File: src/rtl/sobol_sng_ctrl.sv
// rtl/sobol_sng_ctrl.sv - Sobol-sequence stochastic number generator sequencer
// Drives a Sobol generator sample by sample and emits value > sobol_sample as a bitstream.
module sobol_sng_ctrl #(
  parameter int N_SAMPLES = 64,
  parameter int TIMEOUT   = 63
) (
  input  logic       clk,
  input  logic       rst,
  input  logic       start,
  input  logic [5:0] value,
  output logic       sob_req,
  output logic [5:0] sob_count,
  input  logic       sob_valid,
  input  logic [5:0] sob_out,
  output logic       bit_out,
  output logic       bit_valid,
  output logic [6:0] ones_cnt,
  output logic       busy,
  output logic       done,
  output logic       err
);

  localparam int            TW     = (TIMEOUT > 1) ? $clog2(TIMEOUT + 1) : 1;
  localparam logic [5:0]    LAST   = 6'(N_SAMPLES - 1);
  localparam logic [TW-1:0] T_LAST = TW'(TIMEOUT - 1);

  typedef enum logic [1:0] {IDLE, REQ, GAP, DONE} state_t;

  state_t        state_q, state_d;
  logic [5:0]    value_q;
  logic [TW-1:0] timer_q;
  logic          accept, sample, tmo, advance;
  logic          hit;

  assign hit     = (value_q > sob_out);
  assign sob_req = (state_q == REQ);
  assign busy    = (state_q != IDLE);
  assign done    = (state_q == DONE);

  always_ff @(posedge clk or negedge rst) begin
    if (!rst) state_q <= IDLE;
    else      state_q <= state_d;
  end

  // A sample arriving on the timeout cycle still counts, so sob_valid is tested first.
  always_comb begin
    state_d = state_q;
    accept  = 1'b0;
    sample  = 1'b0;
    tmo     = 1'b0;
    advance = 1'b0;
    case (state_q)
      IDLE: begin
        if (start) begin
          accept  = 1'b1;
          state_d = REQ;
        end
      end
      REQ: begin
        if (sob_valid) begin
          sample  = 1'b1;
          state_d = GAP;
        end else if (timer_q == T_LAST) begin
          tmo     = 1'b1;
          state_d = IDLE;
        end
      end
      GAP: begin
        if (!sob_valid) begin
          if (sob_count == LAST) begin
            state_d = DONE;
          end else begin
            advance = 1'b1;
            state_d = REQ;
          end
        end
      end
      DONE:    state_d = IDLE;
      default: state_d = IDLE;
    endcase
  end

  always_ff @(posedge clk or negedge rst) begin
    if (!rst) begin
      value_q   <= '0;
      timer_q   <= '0;
      sob_count <= '0;
      bit_out   <= 1'b0;
      bit_valid <= 1'b0;
      ones_cnt  <= '0;
      err       <= 1'b0;
    end else begin
      bit_valid <= 1'b0;
      if (state_q == REQ) timer_q <= timer_q + TW'(1);
      if (accept) begin
        value_q   <= value;
        timer_q   <= '0;
        sob_count <= '0;
        ones_cnt  <= '0;
        err       <= 1'b0;
      end
      if (sample) begin
        bit_out   <= hit;
        bit_valid <= 1'b1;
        ones_cnt  <= ones_cnt + 7'(hit);
      end
      if (tmo) begin
        err     <= 1'b1;
        timer_q <= '0;
      end
      if (advance) begin
        sob_count <= sob_count + 6'd1;
        timer_q   <= '0;
      end
    end
  end

endmodule

File: config.mk
export PLATFORM = sky130hd
export DESIGN_NAME = sobol_sng_ctrl
export DESIGN_NICKNAME = d
export VERILOG_FILES = /design/src/rtl/sobol_sng_ctrl.sv
export SDC_FILE = /design/constraint.sdc
export NUM_CORES = 1
export LEC_CHECK = 0
export ABC_AREA = 1
export CORE_ASPECT_RATIO = 1.2
export CORE_UTILIZATION = 62
export CTS_CLUSTER_DIAMETER = 40
export CTS_CLUSTER_SIZE = 25
export DETAILED_ROUTE_END_ITERATION = 8
export DONT_BUFFER_PORTS = 1
export GPL_ROUTABILITY_DRIVEN = 0
export PLACE_DENSITY = 0.78
export RECOVER_POWER = 25
export SLEW_MARGIN = 20
export SYNTH_ARGS = -nofsm -noshare
export SYNTH_HDL_FRONTEND = slang
export SYNTH_SLANG_ARGS = --single-unit
File: constraint.sdc
create_clock -name clk -period 2.7 [get_ports clk]
set_input_delay 0.135 -clock clk [delete_from_list [all_inputs] [get_ports clk]]
set_output_delay 0.135 -clock clk [all_outputs]
set_load 0.1 [all_outputs]
==> results.cfg <==
[clock_network]
cts_resized = 0
cts_buffers = 5
clock_path_buffers = 2
worstSkewPairLatency_ns = 0.33
clock-sinks = 30
cts_tree = built
htreeDepth = 2
clkTransAtPathRegs_ns = 0.10
clock-root-buffer = clkbuf_4

[worst_setup_path]
path_cells = ha_1 -> nand2_1 -> nor2_1 -> o21ai_0 -> nand3_1 -> and2_1 -> ha_1 -> ha_1 -> nand2_1 -> inv_1 -> nand3_1 -> nor2_1 -> nand3_1 -> nand2_1 -> inv_1
worstPathMaxFanout = 3
critical_path_required_ns = 2.93
slowest_stage = dfrtp_1
crit_family = simple AND/OR/NAND/NOR gates
worstSetupStartpointType = register
cpPeakStageDelay_ns = 0.41
worstPathArrival_ns = 2.58
cp-end-kind = register
critical_path_depth = 15
cp_num_buf_inv = 2
critical_path_class = register to register
reg2reg_depth = 15

[synthesis]
synthDistinctLibCells = 27
yosys_warnings = 0
avgSynthCellArea_um2 = 7.885
synth.net_count = 242
syn_inst = 215
synth.area.top_cells = dfrtp_1, nand2_1, ha_1
ys_seq_area_frac = 0.4428
yosysTopAreaCellShare = 0.4428
synth_seq_cells = 30
synth_top_area_cell = dfrtp_1
synth_area_um2 = 1695

[status]
violations = capacitance limit, slew limit
outcome = finished, violations left

[routing]
first_pass_iters = 4
antenna_left = 0
routedWlPerCell_um = 13.84
vias_per_cell = 5.564
drtIter0Drc = 60
route.detailed.drc = 0
vias = 1530
finalWirelength_mm = 3.806

[die]
io-pin-count = 35
start_util = 0.6642
die_x_um = 49.74
coreArea_um2 = 2552
die_area_um2 = 2949
rows = 20
fp.dieH_um = 59.29

[global_routing]
grtUsageTotal = 0.2897
grt_pass1_vias = 1565
grt_max_degree = 31
grt-ovfl-total = 0
grt_pass1_wl_mm = 6.382
antenna_found_initial = 0

[power_and_ir_drop]
p_leak_nw = 1.069
ir_drop_mv = 0.8071
internal-power_mw = 0.8953
power.density_nw_per_um2 = 1022
p_clk_frac = 0.123
switching_share = 0.5488
power_mw = 1.985
seqPwrFrac = 0.369
pwr-share-comb = 0.508
p_switching_mw = 1.089

[finish]
finish.instance_area_um2 = 1942
finish.utilization = 0.7608
layout-drive-gt1-share = 0.1446
ff_latch_area_um2 = 750.7
multi_input_area_um2 = 805.8
area_growth_pct = 14.54
fill_cells = 198
final_net_count = 269
diodes = 0

[timing]
final_max_slew_viol_count = 31
setup_viol = 0
period_share = 0.8700
rsz0062_at_grt = false
layout_min_cycle_time_ns = 2.349
slew_headroom = -0.07220
fmax_mhz = 425.7
whs_ns = 0.02926
tightest_slew_ns = 1.608
hold_viol_final = 0
setup-tns-final_ns = 0
clock_skew_ns = 0.01344

[place]
dp_hpwl_mm = 2.697
place_area_um2 = 1823
port_buffers = 0

[job]
drv_cap = 1

[min_path]
holdPathStages = 3
hp-class = input pin to register
==> worst paths after layout <==
path / startpoint / endpoint / slack (ns)
min: sob_valid / state_q[0] / 0.03
min in group asynchronous: rst / ones_cnt[3] / 0.74
max in group asynchronous: rst / timer_q[1] / 1.01
max: value_q[5] / ones_cnt[6] / 0.35
min reg2reg: value_q[3] / value_q[3] / 0.51
max reg2reg: value_q[5] / ones_cnt[6] / 0.35
==> Yosys cell counts (all sizes together) <==
master,instances
nand2,66
inv,32
dfrtp,30
nand3,21
nor2,21
o21ai,16
ha,11
a21oi,3
buf,2
nand4,2
xnor2,2
xor2,2
a211o,1
a31oi,1
and2,1
nor3,1
o21bai,1
o22ai,1
o2bb2ai,1
==> cell usage in the layout, fill, tap and decap left out, drive strengths merged <==
cell	n
o2bb2ai	1
inv	32
o22ai	1
nor3	1
o21bai	1
nand3	21
xnor2	2
nand2	66
o21ai	16
xor2	2
dlygate4sd3	7
a31oi	1
and2	1
nor2	21
dfrtp	30
a21oi	3
nand4	2
ha	11
buf	14
clkbuf	8
a211o	1
==> layer usage <==
layer,global-route usage,share of wire,vias to the layer above
li1,-,-,732
met1,0.2975,0.37,727
met2,0.5290,0.54,58
met3,0.1000,0.067,13
met4,0.1306,0.020,0
met5,0,0,-
==> area by class of cell <==
type                       instances  share of cell area
inverter                          32             0.06186
tap                               33             0.02126
sequential                        30              0.3866
timing repair buffer              22             0.09214
clock buffer                       7             0.02320
multi-input combinational        151              0.4149
==> state kept, by name (all words and copies together), names as in the netlist <==
name and cells:
timer_q 6, err 1, sob_count 6, bit_valid 1, value_q 6, ones_cnt 7, state_q 2, bit_out 1
==> worst reg2reg max path: stages (launching register included) <==
cell     delay [ns]
dfrtp_1        0.41
ha_1           0.31
nand2_1        0.07
nor2_1         0.13
o21ai_0        0.10
nand3_1        0.09
and2_1         0.13
ha_1           0.19
ha_1           0.20
nand2_1        0.08
inv_1          0.09
nand3_1        0.09
nor2_1         0.15
nand3_1        0.09
nand2_1        0.09
inv_1          0.04
==> stage by stage <==
| step | cells | worst slack [ns] |
|---|---|---|
| 3_5_place_dp | 260 | 0.4329 |
| 5_1_grt | 275 | 0.1416 |
| 4_1_cts | 275 | 0.3816 |
| 3_3_place_gp | 260 | 0.5607 |
| 6_report | 275 | 0.3510 |
| 2_1_floorplan | 215 | 0.5625 |
==> kinds of logic after synthesis <==
| group | share of synthesized area |
|---|---|
| adders and majority gates | 0.08118 |
| xor gates and xnor gates | 0.02067 |
| and+or+nand+nor | 0.2908 |
| AOI/OAI and AO/OA | 0.08267 |
| buffers and inverters | 0.08192 |
| DFF | 0.4428 |
==> power groups by stage <==
stage	Sequential, mW	Combinational [mW]	Clock [mW]
6_report	0.733	1.01	0.244
3_5_place_dp	0.738	0.983	0
4_1_cts	0.730	1.01	0.249
5_1_grt	0.743	1.11	0.261
3_3_place_gp	0.728	0.957	0
2_1_floorplan	0.939	0.617	0
==> what timing repair did <==
action,CTS,global route
buffers inserted,0,0
hold buffers,8,0
hold endpoints to repair,36,0
Power figures use the tool's default switching activity.
